`config.mk`:
```
export PLATFORM = sky130hd
export DESIGN_NAME = des_round_engine
export DESIGN_NICKNAME = d
export VERILOG_FILES = /design/src/rtl/des_pkg.sv /design/src/rtl/des_f_function.sv /design/src/rtl/des_round_engine.sv
export SDC_FILE = /design/constraint.sdc
export NUM_CORES = 1
export LEC_CHECK = 0
export CELL_PAD_IN_SITES_DETAIL_PLACEMENT = 1
export CELL_PAD_IN_SITES_GLOBAL_PLACEMENT = 1
export CORE_UTILIZATION = 43
export CTS_CLUSTER_SIZE = 10
export DETAILED_ROUTE_END_ITERATION = 8
export PLACE_DENSITY = 0.82
export SYNTH_ARGS = -nofsm -noshare
export SYNTH_HDL_FRONTEND = slang
export SYNTH_SLANG_ARGS = --single-unit
```
`constraint.sdc`:
```
create_clock -name i_clk -period 7.3 [get_ports i_clk]
set_input_delay 0.73 -clock i_clk [delete_from_list [all_inputs] [get_ports i_clk]]
set_output_delay 0.73 -clock i_clk [all_outputs]
set_load 0.005 [all_outputs]
```
`src/rtl/des_pkg.sv`:
```
// DES constants, permutation/S-box tables and bit-level helper functions.
// DES bit n of a W-bit vector lives at index W-n throughout.
package des_pkg;

    localparam int NUM_ROUNDS  = 16;
    localparam int DES_BLOCK_W = 64;
    localparam int DES_KEY_W   = 64;
    localparam int HALF_W      = 32;
    localparam int CD_W        = 28;

    typedef enum logic [1:0] {IDLE, ROUND, HOLD} des_state_t;

    localparam logic [5:0] E_TABLE [48] = '{
        32,  1,  2,  3,  4,  5,   4,  5,  6,  7,  8,  9,
         8,  9, 10, 11, 12, 13,  12, 13, 14, 15, 16, 17,
        16, 17, 18, 19, 20, 21,  20, 21, 22, 23, 24, 25,
        24, 25, 26, 27, 28, 29,  28, 29, 30, 31, 32,  1};

    localparam logic [5:0] P_TABLE [32] = '{
        16,  7, 20, 21, 29, 12, 28, 17,   1, 15, 23, 26,  5, 18, 31, 10,
         2,  8, 24, 14, 32, 27,  3,  9,  19, 13, 30,  6, 22, 11,  4, 25};

    localparam logic [6:0] PC1_TABLE [56] = '{
        57, 49, 41, 33, 25, 17,  9,   1, 58, 50, 42, 34, 26, 18,
        10,  2, 59, 51, 43, 35, 27,  19, 11,  3, 60, 52, 44, 36,
        63, 55, 47, 39, 31, 23, 15,   7, 62, 54, 46, 38, 30, 22,
        14,  6, 61, 53, 45, 37, 29,  21, 13,  5, 28, 20, 12,  4};

    localparam logic [5:0] PC2_TABLE [48] = '{
        14, 17, 11, 24,  1,  5,   3, 28, 15,  6, 21, 10,
        23, 19, 12,  4, 26,  8,  16,  7, 27, 20, 13,  2,
        41, 52, 31, 37, 47, 55,  30, 40, 51, 45, 33, 48,
        44, 49, 39, 56, 34, 53,  46, 42, 50, 36, 29, 32};

    // Encrypt left-rotation amount per round (index 0 = round 1).
    localparam logic [1:0] SHIFT_SCHEDULE [16] = '{1, 1, 2, 2, 2, 2, 2, 2, 1, 2, 2, 2, 2, 2, 2, 1};

    // S-boxes stored row-major: entry = row*16 + column.
    localparam logic [3:0] S1 [64] = '{
        14,  4, 13,  1,  2, 15, 11,  8,  3, 10,  6, 12,  5,  9,  0,  7,
         0, 15,  7,  4, 14,  2, 13,  1, 10,  6, 12, 11,  9,  5,  3,  8,
         4,  1, 14,  8, 13,  6,  2, 11, 15, 12,  9,  7,  3, 10,  5,  0,
        15, 12,  8,  2,  4,  9,  1,  7,  5, 11,  3, 14, 10,  0,  6, 13};
    localparam logic [3:0] S2 [64] = '{
        15,  1,  8, 14,  6, 11,  3,  4,  9,  7,  2, 13, 12,  0,  5, 10,
         3, 13,  4,  7, 15,  2,  8, 14, 12,  0,  1, 10,  6,  9, 11,  5,
         0, 14,  7, 11, 10,  4, 13,  1,  5,  8, 12,  6,  9,  3,  2, 15,
        13,  8, 10,  1,  3, 15,  4,  2, 11,  6,  7, 12,  0,  5, 14,  9};
    localparam logic [3:0] S3 [64] = '{
        10,  0,  9, 14,  6,  3, 15,  5,  1, 13, 12,  7, 11,  4,  2,  8,
        13,  7,  0,  9,  3,  4,  6, 10,  2,  8,  5, 14, 12, 11, 15,  1,
        13,  6,  4,  9,  8, 15,  3,  0, 11,  1,  2, 12,  5, 10, 14,  7,
         1, 10, 13,  0,  6,  9,  8,  7,  4, 15, 14,  3, 11,  5,  2, 12};
    localparam logic [3:0] S4 [64] = '{
         7, 13, 14,  3,  0,  6,  9, 10,  1,  2,  8,  5, 11, 12,  4, 15,
        13,  8, 11,  5,  6, 15,  0,  3,  4,  7,  2, 12,  1, 10, 14,  9,
        10,  6,  9,  0, 12, 11,  7, 13, 15,  1,  3, 14,  5,  2,  8,  4,
         3, 15,  0,  6, 10,  1, 13,  8,  9,  4,  5, 11, 12,  7,  2, 14};
    localparam logic [3:0] S5 [64] = '{
         2, 12,  4,  1,  7, 10, 11,  6,  8,  5,  3, 15, 13,  0, 14,  9,
        14, 11,  2, 12,  4,  7, 13,  1,  5,  0, 15, 10,  3,  9,  8,  6,
         4,  2,  1, 11, 10, 13,  7,  8, 15,  9, 12,  5,  6,  3,  0, 14,
        11,  8, 12,  7,  1, 14,  2, 13,  6, 15,  0,  9, 10,  4,  5,  3};
    localparam logic [3:0] S6 [64] = '{
        12,  1, 10, 15,  9,  2,  6,  8,  0, 13,  3,  4, 14,  7,  5, 11,
        10, 15,  4,  2,  7, 12,  9,  5,  6,  1, 13, 14,  0, 11,  3,  8,
         9, 14, 15,  5,  2,  8, 12,  3,  7,  0,  4, 10,  1, 13, 11,  6,
         4,  3,  2, 12,  9,  5, 15, 10, 11, 14,  1,  7,  6,  0,  8, 13};
    localparam logic [3:0] S7 [64] = '{
         4, 11,  2, 14, 15,  0,  8, 13,  3, 12,  9,  7,  5, 10,  6,  1,
        13,  0, 11,  7,  4,  9,  1, 10, 14,  3,  5, 12,  2, 15,  8,  6,
         1,  4, 11, 13, 12,  3,  7, 14, 10, 15,  6,  8,  0,  5,  9,  2,
         6, 11, 13,  8,  1,  4, 10,  7,  9,  5,  0, 15, 14,  2,  3, 12};
    localparam logic [3:0] S8 [64] = '{
        13,  2,  8,  4,  6, 15, 11,  1, 10,  9,  3, 14,  5,  0, 12,  7,
         1, 15, 13,  8, 10,  3,  7,  4, 12,  5,  6, 11,  0, 14,  9,  2,
         7, 11,  4,  1,  9, 12, 14,  2,  0,  6, 10, 13, 15,  3,  5,  8,
         2,  1, 14,  7,  4, 10,  8, 13, 15, 12,  9,  0,  3,  5,  6, 11};

    function automatic logic [47:0] perm_e(input logic [31:0] r);
        logic [47:0] o;
        logic [5:0]  idx;
        o = '0;
        for (int i = 0; i < 48; i++) begin
            idx       = 6'd32 - E_TABLE[i];
            o[47 - i] = r[idx[4:0]];
        end
        return o;
    endfunction

    function automatic logic [31:0] perm_p(input logic [31:0] s);
        logic [31:0] o;
        logic [5:0]  idx;
        o = '0;
        for (int i = 0; i < 32; i++) begin
            idx       = 6'd32 - P_TABLE[i];
            o[31 - i] = s[idx[4:0]];
        end
        return o;
    endfunction

    // Drops the eight parity bits and returns {C0, D0}.
    function automatic logic [55:0] perm_pc1(input logic [63:0] k);
        logic [55:0] o;
        logic [6:0]  idx;
        o = '0;
        for (int i = 0; i < 56; i++) begin
            idx       = 7'd64 - PC1_TABLE[i];
            o[55 - i] = k[idx[5:0]];
        end
        return o;
    endfunction

    function automatic logic [47:0] perm_pc2(input logic [55:0] cd);
        logic [47:0] o;
        logic [5:0]  idx;
        o = '0;
        for (int i = 0; i < 48; i++) begin
            idx       = 6'd56 - PC2_TABLE[i];
            o[47 - i] = cd[idx];
        end
        return o;
    endfunction

    function automatic logic [27:0] rotl28(input logic [27:0] x, input logic [1:0] n);
        logic [27:0] o;
        case (n)
            2'd1:    o = {x[26:0], x[27]};
            2'd2:    o = {x[25:0], x[27:26]};
            default: o = x;
        endcase
        return o;
    endfunction

    function automatic logic [27:0] rotr28(input logic [27:0] x, input logic [1:0] n);
        logic [27:0] o;
        case (n)
            2'd1:    o = {x[0], x[27:1]};
            2'd2:    o = {x[1:0], x[27:2]};
            default: o = x;
        endcase
        return o;
    endfunction

    // Row = outer bits {b1,b6}, column = inner bits b2..b5.
    function automatic logic [3:0] sbox_lookup(input logic [2:0] n, input logic [5:0] b);
        logic [5:0] a;
        logic [3:0] o;
        a = {b[5], b[0], b[4:1]};
        case (n)
            3'd0:    o = S1[a];
            3'd1:    o = S2[a];
            3'd2:    o = S3[a];
            3'd3:    o = S4[a];
            3'd4:    o = S5[a];
            3'd5:    o = S6[a];
            3'd6:    o = S7[a];
            default: o = S8[a];
        endcase
        return o;
    endfunction

endpackage

```
`src/rtl/des_f_function.sv`:
```
// DES round function f(R,K) = P(S(E(R) ^ K)), purely combinational.
module des_f_function
    import des_pkg::*;
(
    input  logic [31:0] i_r,
    input  logic [47:0] i_k,
    output logic [31:0] o_f
);

    logic [47:0] w_x;
    logic [31:0] w_s;

    assign w_x = perm_e(i_r) ^ i_k;

    // Eight 6->4 substitutions; S1 takes the most significant 6-bit group.
    always_comb begin
        w_s = '0;
        for (int j = 0; j < 8; j++) begin
            w_s[31 - 4*j -: 4] = sbox_lookup(3'(j), w_x[47 - 6*j -: 6]);
        end
    end

    assign o_f = perm_p(w_s);

endmodule

```
`src/rtl/des_round_engine.sv`:
```
// Iterative DES Feistel core: one round per clock, 16 rounds, owns the key
// schedule. Input is IP-permuted; output is the pre-output {R16,L16}.
module des_round_engine #(
    parameter int NUM_ROUNDS = 16
) (
    input  logic        i_clk,
    input  logic        i_rst_n,
    input  logic        i_in_valid,
    output logic        o_in_ready,
    input  logic        i_decrypt,
    input  logic [63:0] i_block_in,
    input  logic [63:0] i_key_in,
    output logic        o_out_valid,
    input  logic        i_out_ready,
    output logic [63:0] o_block_out
);
    import des_pkg::*;

    generate
        if (NUM_ROUNDS != des_pkg::NUM_ROUNDS) begin : g_bad_rounds
            $error("des_round_engine supports only 16 rounds");
        end
    endgenerate

    des_state_t  r_state, w_state_nxt;
    logic [4:0]  r_round;
    logic        r_decrypt;
    logic [31:0] r_l, r_r;
    logic [27:0] r_c, r_d;
    logic [63:0] r_block_out;
    logic        r_out_valid;

    logic        w_last;
    logic [3:0]  w_enc_idx, w_dec_idx;
    logic [1:0]  w_shift;
    logic [27:0] w_c_rot, w_d_rot;
    logic [47:0] w_k;
    logic [31:0] w_f, w_r_nxt;
    logic [55:0] w_pc1;

    assign w_last      = (r_state == ROUND) && (r_round == 5'(NUM_ROUNDS));
    assign w_pc1       = perm_pc1(i_key_in);
    assign o_in_ready  = (r_state == IDLE) && i_rst_n;
    assign o_out_valid = r_out_valid;
    assign o_block_out = r_block_out;

    // Decrypt walks the encrypt schedule backwards: round r undoes the
    // rotation of encrypt round 18-r, and round 1 uses C16/D16 = C0/D0.
    assign w_enc_idx = 4'(r_round - 5'd1);
    assign w_dec_idx = 4'(5'd17 - r_round);

    // Pick this round's rotation amount for the active mode.
    always_comb begin
        w_shift = SHIFT_SCHEDULE[w_enc_idx];
        if (r_decrypt) begin
            w_shift = (r_round == 5'd1) ? 2'd0 : SHIFT_SCHEDULE[w_dec_idx];
        end
    end

    assign w_c_rot = r_decrypt ? rotr28(r_c, w_shift) : rotl28(r_c, w_shift);
    assign w_d_rot = r_decrypt ? rotr28(r_d, w_shift) : rotl28(r_d, w_shift);
    assign w_k     = perm_pc2({w_c_rot, w_d_rot});

    des_f_function u_f (
        .i_r (r_r),
        .i_k (w_k),
        .o_f (w_f)
    );

    assign w_r_nxt = r_l ^ w_f;

    // State register.
    always_ff @(posedge i_clk) begin
        if (!i_rst_n) r_state <= IDLE;
        else          r_state <= w_state_nxt;
    end

    // Next-state: accept -> 16 rounds -> hold until downstream takes it.
    always_comb begin
        w_state_nxt = r_state;
        case (r_state)
            IDLE:    if (i_in_valid)  w_state_nxt = ROUND;
            ROUND:   if (w_last)      w_state_nxt = HOLD;
            HOLD:    if (i_out_ready) w_state_nxt = IDLE;
            default:                  w_state_nxt = IDLE;
        endcase
    end

    // Datapath: load on accept, one Feistel round per cycle, hold result.
    always_ff @(posedge i_clk) begin
        if (!i_rst_n) begin
            r_round     <= '0;
            r_decrypt   <= 1'b0;
            r_l         <= '0;
            r_r         <= '0;
            r_c         <= '0;
            r_d         <= '0;
            r_block_out <= '0;
            r_out_valid <= 1'b0;
        end else begin
            case (r_state)
                IDLE: begin
                    if (i_in_valid) begin
                        r_l       <= i_block_in[63:32];
                        r_r       <= i_block_in[31:0];
                        r_c       <= w_pc1[55:28];
                        r_d       <= w_pc1[27:0];
                        r_decrypt <= i_decrypt;
                        r_round   <= 5'd1;
                    end
                end
                ROUND: begin
                    r_l     <= r_r;
                    r_r     <= w_r_nxt;
                    r_c     <= w_c_rot;
                    r_d     <= w_d_rot;
                    r_round <= r_round + 5'd1;
                    if (w_last) begin
                        // Halves are left swapped; inverse IP follows directly.
                        r_block_out <= {w_r_nxt, r_r};
                        r_out_valid <= 1'b1;
                        r_round     <= '0;
                    end
                end
                HOLD: begin
                    if (i_out_ready) r_out_valid <= 1'b0;
                end
                default: ;
            endcase
        end
    end

endmodule
```
Yosys cells after proc, flatten, opt, wreduce, memory -nomap -nowiden
Memory sizes are Yosys's and may differ from the RTL's.
Index checks and enable logic that the tools add are counted.

word-level totals
  bits of input ports = 133
  output and inout port bits = 66
  ROM bits = 2112
  register bits after elaboration = 193
  logic and storage cells = 113
  memories kept = 10

operators by class
  eq/ne operators = 10
  multiplexer cells = 46
  order comparisons = 10
  reduce and logical (&&, ||, !) cells = 11
  $add $sub $neg = 3
  bitwise gates (word level) = 12

memory list
  memory           words  bits a word  rd ports  clocked after memory_dff  wr ports  RTL line        source
  (no name shown)  64     4            1         0                         0         des_pkg.sv:157  3'd6: o = S7[a];
  (no name shown)  64     4            1         0                         0         des_pkg.sv:153  3'd2: o = S3[a];
  (no name shown)  64     4            1         0                         0         des_pkg.sv:156  3'd5: o = S6[a];
  (no name shown)  64     4            1         0                         0         des_pkg.sv:158  default: o = S8[a];
  (no name shown)  64     4            1         0                         0         des_pkg.sv:154  3'd3: o = S4[a];
  (no name shown)  64     4            1         0                         0         des_pkg.sv:151  3'd0: o = S1[a];
  4 more memories  --     --           --        --                        --        --

operators with widths
  kind                                                       number
  case mux 28 bit (2 select lines)                           6
  case mux 32 bit (2 select lines)                           2
  2-to-1 mux 28 bit                                          4
  2-to-1 mux 32 bit                                          2
  2-to-1 mux 4 bit                                           16
  greater-or-equal comparator 7 bit (second input constant)  8
  inverter 6 -> 7 bit                                        8
  XOR 48 bit                                                 1
  XOR 32 bit                                                 1
  2-to-1 mux 2 bit                                           9
  greater-or-equal comparator 5 bit (second input constant)  2
  2-to-1 mux 5 bit                                           2
  inverter 4 -> 5 bit                                        2
  case mux 5 bit (2 select lines)                            1
  AND reduction 3 bit                                        3
  inequality test 2 bit (second input constant)              3
  case mux 2 bit (3 select lines)                            1
  AND reduction 2 bit                                        3
  adder 5 x 1 -> 5 bit (second input constant)               1
  == test 5 x 1 -> 1 bit (second input constant)             1
  == test 5 bit (second input constant)                      1
  == test 2 x 1 -> 1 bit (second input constant)             2
  == test 2 bit (second input constant)                      2
  nonzero test 2 bit                                         2
  other kinds (7)                                            9

Longest topological paths before layout
  depth after elaboration = 17
  mapped depth = 29
  gate-level depth less buffers = 21

Hierarchy
From an unflattened synthesis, not the netlist that was laid out.

second synthesis, totals
  cell total of the unflattened synthesis = 1895
  area, all modules = 15341.0 µm²

by module, submodules not included
  module            seq. area each (µm²)  area an instance (µm²)  cells an instance  instances
  des_round_engine  3863.7                10284.9                 1227               1
  des_f_function    0.0                   5056.1                  668                1

Worst setup path after synthesis
No wires, ideal clock.

  path kind = register to register
  start = reg r_round[1]
  end = reg r_r[29]
  buffers on the path = 4
  data arrival time = 4.959 ns
  stages on the path, launching flop included = 22
  setup time = 0.139 ns
  setup slack = 2.202 ns
  clock period less this slack = 5.098 ns
  required time = 7.161 ns
  path through = dfxtp_1 -> inv_1 -> ha_1 -> mux2_2 -> maj3_1 -> o21ai_0 -> and2_1 -> inv_1 -> ha_1 -> buf_6 -> buf_6 -> a22oi_1 -> mux2_1 -> a2111oi_2 -> buf_2 -> ha_1 -> clkbuf_1 -> inv_1 -> mux2_2 -> mux4_2 -> xnor2_1 -> o221ai_1

between the ends
  longest elaborated chain between the ends = 17
  elaborated cells on any way between the ends = 25
  classes of those cells = add/sub (2); eq/ne (3); mux (12); bitwise (5); memory (3)

RTL lines
  element                                                  RTL line                        source
  start, declared                                          des_round_engine.sv:26          logic [4:0] r_round;
  start signal, assigned                                   des_round_engine.sv:117         r_round <= r_round + 5'd1;
  subtractor 1 x 4 -> 4 bit                                des_round_engine.sv:50          assign w_dec_idx = 4'(5'd17 - r_round);
  inverter 4 -> 5 bit (implied by the code)                des_round_engine.sv:56          w_shift = (r_round == 5'd1) ? 2'd0 : SHIFT_SCHEDULE[w_dec_idx];
  memory (16 x 2 bit)                                      --
  2-to-1 mux 2 bit (implied by the code) (2 in series)     des_round_engine.sv:56
  2-to-1 mux 2 bit                                         des_round_engine.sv:56
  2-to-1 mux 2 bit *                                       des_round_engine.sv:55          if (r_decrypt) begin
  == test 2 bit or == test 2 x 1 -> 1 bit (tied branches)  des_pkg.sv:127, des_pkg.sv:137
  case mux 28 bit (2 select lines) (on tied branches)      des_pkg.sv:127, des_pkg.sv:137
  2-to-1 mux 28 bit *                                      des_round_engine.sv:61          assign w_d_rot = r_decrypt ? rotr28(r_d, w_shift) : rotl28(r_d, w_shift);
  XOR 48 bit *                                             des_f_function.sv:13            assign w_x = perm_e(i_r) ^ i_k;
  inverter 6 -> 7 bit (implied by the code) *              des_pkg.sv:155                  3'd4: o = S5[a];
  memory (64 x 4 bit) *                                    --
  2-to-1 mux 4 bit (implied by the code) * (2 in series)   des_pkg.sv:155
  XOR 32 bit *                                             des_round_engine.sv:70          assign w_r_nxt = r_l ^ w_f;
  case mux 32 bit (2 select lines) *                       des_round_engine.sv:101         case (r_state)
  end signal, assigned                                     des_round_engine.sv:105         r_r <= i_block_in[31:0];
  end signal, assigned                                     des_round_engine.sv:114         r_r <= w_r_nxt;
  end, declared                                            des_round_engine.sv:28          logic [31:0] r_l, r_r;

Mark *: on every way between the ends. The rest lies on a longest branch, timed or not. The select of a mux whose other input is x is not followed.
A chain may end at the register's enable or synchronous reset.

Worst setup path in the final report
  start = reg r_round[2]
  end = reg r_r[23]

between the ends
  longest elaborated chain between the ends = 17
  elaborated cells on any way between the ends = 25
  classes of those cells = add/sub (2); eq/ne (3); mux (12); bitwise (5); memory (3)

RTL lines
  element                                                  RTL line                        source
  subtractor 1 x 4 -> 4 bit                                des_round_engine.sv:50
  inverter 4 -> 5 bit (implied by the code)                des_round_engine.sv:56
  memory (16 x 2 bit)                                      --
  2-to-1 mux 2 bit (implied by the code) (2 in series)     des_round_engine.sv:56
  2-to-1 mux 2 bit                                         des_round_engine.sv:56
  2-to-1 mux 2 bit *                                       des_round_engine.sv:55
  == test 2 bit or == test 2 x 1 -> 1 bit (tied branches)  des_pkg.sv:127, des_pkg.sv:137
  case mux 28 bit (2 select lines) (on tied branches)      des_pkg.sv:127, des_pkg.sv:137
  2-to-1 mux 28 bit *                                      des_round_engine.sv:60          assign w_c_rot = r_decrypt ? rotr28(r_c, w_shift) : rotl28(r_c, w_shift);
  XOR 48 bit *                                             des_f_function.sv:13
  inverter 6 -> 7 bit (implied by the code) *              des_pkg.sv:151
  memory (64 x 4 bit) *                                    --
  2-to-1 mux 4 bit (implied by the code) * (2 in series)   des_pkg.sv:151
  XOR 32 bit *                                             des_round_engine.sv:70
  case mux 32 bit (2 select lines) *                       des_round_engine.sv:101

Marked as above.

==> reports/metrics.csv <==
metric,value,unit
Layout Nets,2525,
Port-buffer cells,190,
initial DRC count,1568,
Syn Inst Count,2379,
number of buffers inserted during clock tree synthesis,17,
number of distinct library cell variants in the gate-level netlist after synthesis,95,
"Period Utilization, post-route",83.6,%
Clock transition at path regs,0.08,ns
peak supply drop,0.215,mV
area of the mapped netlist,0.0183,mm2
most common library cells after synthesis,"nand2_1 (251), mux2i_1 (233), dfxtp_1 (193), nor2_1 (159), clkbuf_1 (154)",
Post-DRT Antenna Nets,0,
hold violation total from the final report,0,
Setup TNS Final,0,ns
"FF+latch count, synth",193,
Final Routed Wirelength,70300,um
IO Pins,199,
CP startpoint kind,register,
topmost layer with routed signal wires,met4,
initial core utilization,43.5,%
top cell type's share of synthesized area,21.2,%
routability congestion estimate,0.904,
Die Y,208,um
hpwl dp,49600,um
most frequently used flop master after synthesis,dfxtp_1,
"Req. time, crit path",7.66,ns
Critical Path Fanout Max,68,
clock root buffer,clkbuf_16,
ratio of cells with drive above 1 in the final layout,6.45,%
Clock Tree Buf Depth,2,
"Non-Filler Cell Area, Final",0.0204,mm2
maximum number of pins on one net before global-route repair,139,
die boundary width,208,um
final clock skew,0.0226,ns
count of H-tree levels built during CTS,4,
Max stage delay on crit path,0.64,ns
number of sinks handled by clock tree synthesis,193,
final critical-path required period,6.11,ns
reported leakage power,7.97,nW
hold buffer count at cts,0,
post-route core utilization,48.5,%
RSZ-0062 raised after global routing,false,
post-synthesis average cell area,7.68,um2
CTS tree,yes,
row cnt,75,
Total Routing Usage GR,31.8,%
"EDFF count, synth",0,
Area growth syn-to-layout,11.5,%
vias per cell,6.51,
total number of vias,18751,
dominant cells by area after synthesis,"dfxtp_1 (21%), mux2i_1 (13%), nand2_1 (5.2%)",
overall die area,0.0433,mm2
met2 routed wirelength,34300,um
total of max-cap violations,0,
HP Class,register to register,
Antenna Diode Count,0,
antenna violations before repair,0,
max-slew violation total from the final report,0,
FMAX,164,MHz
kind of end point of the critical path,register,
filler instances,5066,
Pre-antenna DRT Iters,5,
final routed DRC violation total,0,
proportion of synthesized chip area in sequential cells,21.2,%
"Warnings, synthesis",0,
clock latency of the later-clocked register in the worst-skew pair,0.49,ns
result of the run,"complete, no violations",
Resize count post-CTS,0,
cell chain of the critical path,inv_1 -> ha_1 -> mux2_2 -> maj3_1 -> o21ai_0 -> and2_1 -> ha_4 -> buf_4 -> and3b_1 -> mux2i_1 -> nand3_1 -> ha_1 -> nor2_1 -> o21ai_0 -> and4_1 -> a211oi_1 -> xor2_1 -> a2111oi_0,
post-synthesis async set-or-reset flop share,0,%
total placed instance area,0.0197,mm2
relative slew slack,18.3,%
Slowest cell on crit path,ha_1,
placeable core region,0.0419,mm2
leading area contributor after synthesis,dfxtp_1,
slew at the pin closest to its max-slew limit,1.22,ns
detail-routed net length per standard cell,24.4,um
# Post-CTS Setup Buffers,0,
"Net Count, Synth",2577,
top-count cell post-synth,nand2_1,
number of failing setup endpoints in the final timing report,0,
data arrival time of the worst path,6.47,ns
ratio of total power to cell area,449,mW/mm2
Overflow after GRT,0,
critical setup path kind,register to register,
global-route wire length before repair,109000,um
post-route met1 wirelength,29400,um
detailed-routed wire length on met3,3430,um
vias in the first global route,18883,
state kept, by name, indices dropped and copies added, names as in the netlist:
signal / cells
o_block_out: 64
r_r: 32
r_c: 28
r_round: 5
r_l: 32
r_d: 28
r_state: 2
o_out_valid: 1
r_decrypt: 1
layout make-up:
class	count	area (um2)	area share [%]
clock buffer	17	425	2.09
clock inverter	15	218	1.07
inverter	55	209	1.03
multi-input combinational	1840	12800	62.9
sequential	193	3870	19.0
tap	539	674	3.31
timing repair buffer	220	2160	10.6
critical path, delay by kind of cell (launching register included):
family	cells	cell delay, ns
flip-flops	1	0.43
AO/OA/AOI/OAI	4	1.16
AND/OR/NAND/NOR	5	1.35
buffers and inverters	2	0.72
multiplexers	2	0.47
XOR/XNOR	1	0.14
adder cells (fa/ha/maj)	4	1.68
report_power, final:
group	internal, mW	switching (mW)
clock	0.559	0.529
sequential	1.17	0.333
combinational	2.51	4.05
metrics by stage:
stage	hold slack, ns	setup WS, ns	power (mW)	std cells
5_1_grt	0.481	0.853	9.74	2879
6_report	0.458	1.19	9.15	2879
3_5_place_dp	0.449	1.28	7.96	2847
3_3_place_gp	0.445	1.44	7.69	2847
2_1_floorplan	0.453	2.20	6.34	2379
4_1_cts	0.461	1.28	9.07	2879
metal layers:
| metal | vias up | global-route usage (%) |
|---|---|---|
| met5 | - | 0 |
| met4 | 0 | 14.8 |
| met3 | 117 | 4.57 |
| met2 | 541 | 54.7 |
| met1 | 9471 | 39.2 |
| li1 | 8622 | - |
cell families (layout without fill, tap and decap cells):
family                   Yosys count  after routing  share of synthesized area, %
adder cells (fa/ha/maj)           66             66                          4.51
AND/OR/NAND/NOR                  785            785                          21.3
buffers and inverters            346            307                          9.07
XOR/XNOR                          70             70                          3.65
multiplexers                     263            263                          15.0
AO/OA/AOI/OAI                    656            656                          25.3
flip-flops                       193            193                          21.2
placed cells by master (no fill, tap or decap), types with 10 or more instances in the layout:
cell             count
nand3_1             76
buf_4               27
o21ai_1             10
clkbuf_16           17
nor3_1              71
xnor2_1             45
and3b_1             24
nor3b_1             54
o21ai_0            144
and3_1              34
a31oi_1             13
a211oi_1            31
o211ai_1            32
ha_1                63
xor2_1              18
inv_1               43
nand2_1            250
nor4_1              12
a311oi_1            29
mux2i_1            233
dfxtp_1            191
a22oi_1             87
mux2_2              20
and2_1              45
inv_2               10
nor2_1             157
clkdlybuf4s50_1    189
o221ai_1            20
a221oi_1            87
nand4_1             14
a21oi_1            111
path summary, 6_finish.rpt:
check	slack, ns	depth (start not counted)	to	from
worst min-delay path	0.46	2	o_block_out[2]	o_block_out[2]
worst min register to register	0.46	2	o_block_out[2]	o_block_out[2]
worst max register to register	1.19	18	r_r[23]	r_round[2]
worst max-delay path	1.19	18	r_r[23]	r_round[2]
No activity file was read; power rests on OpenSTA's default activity.
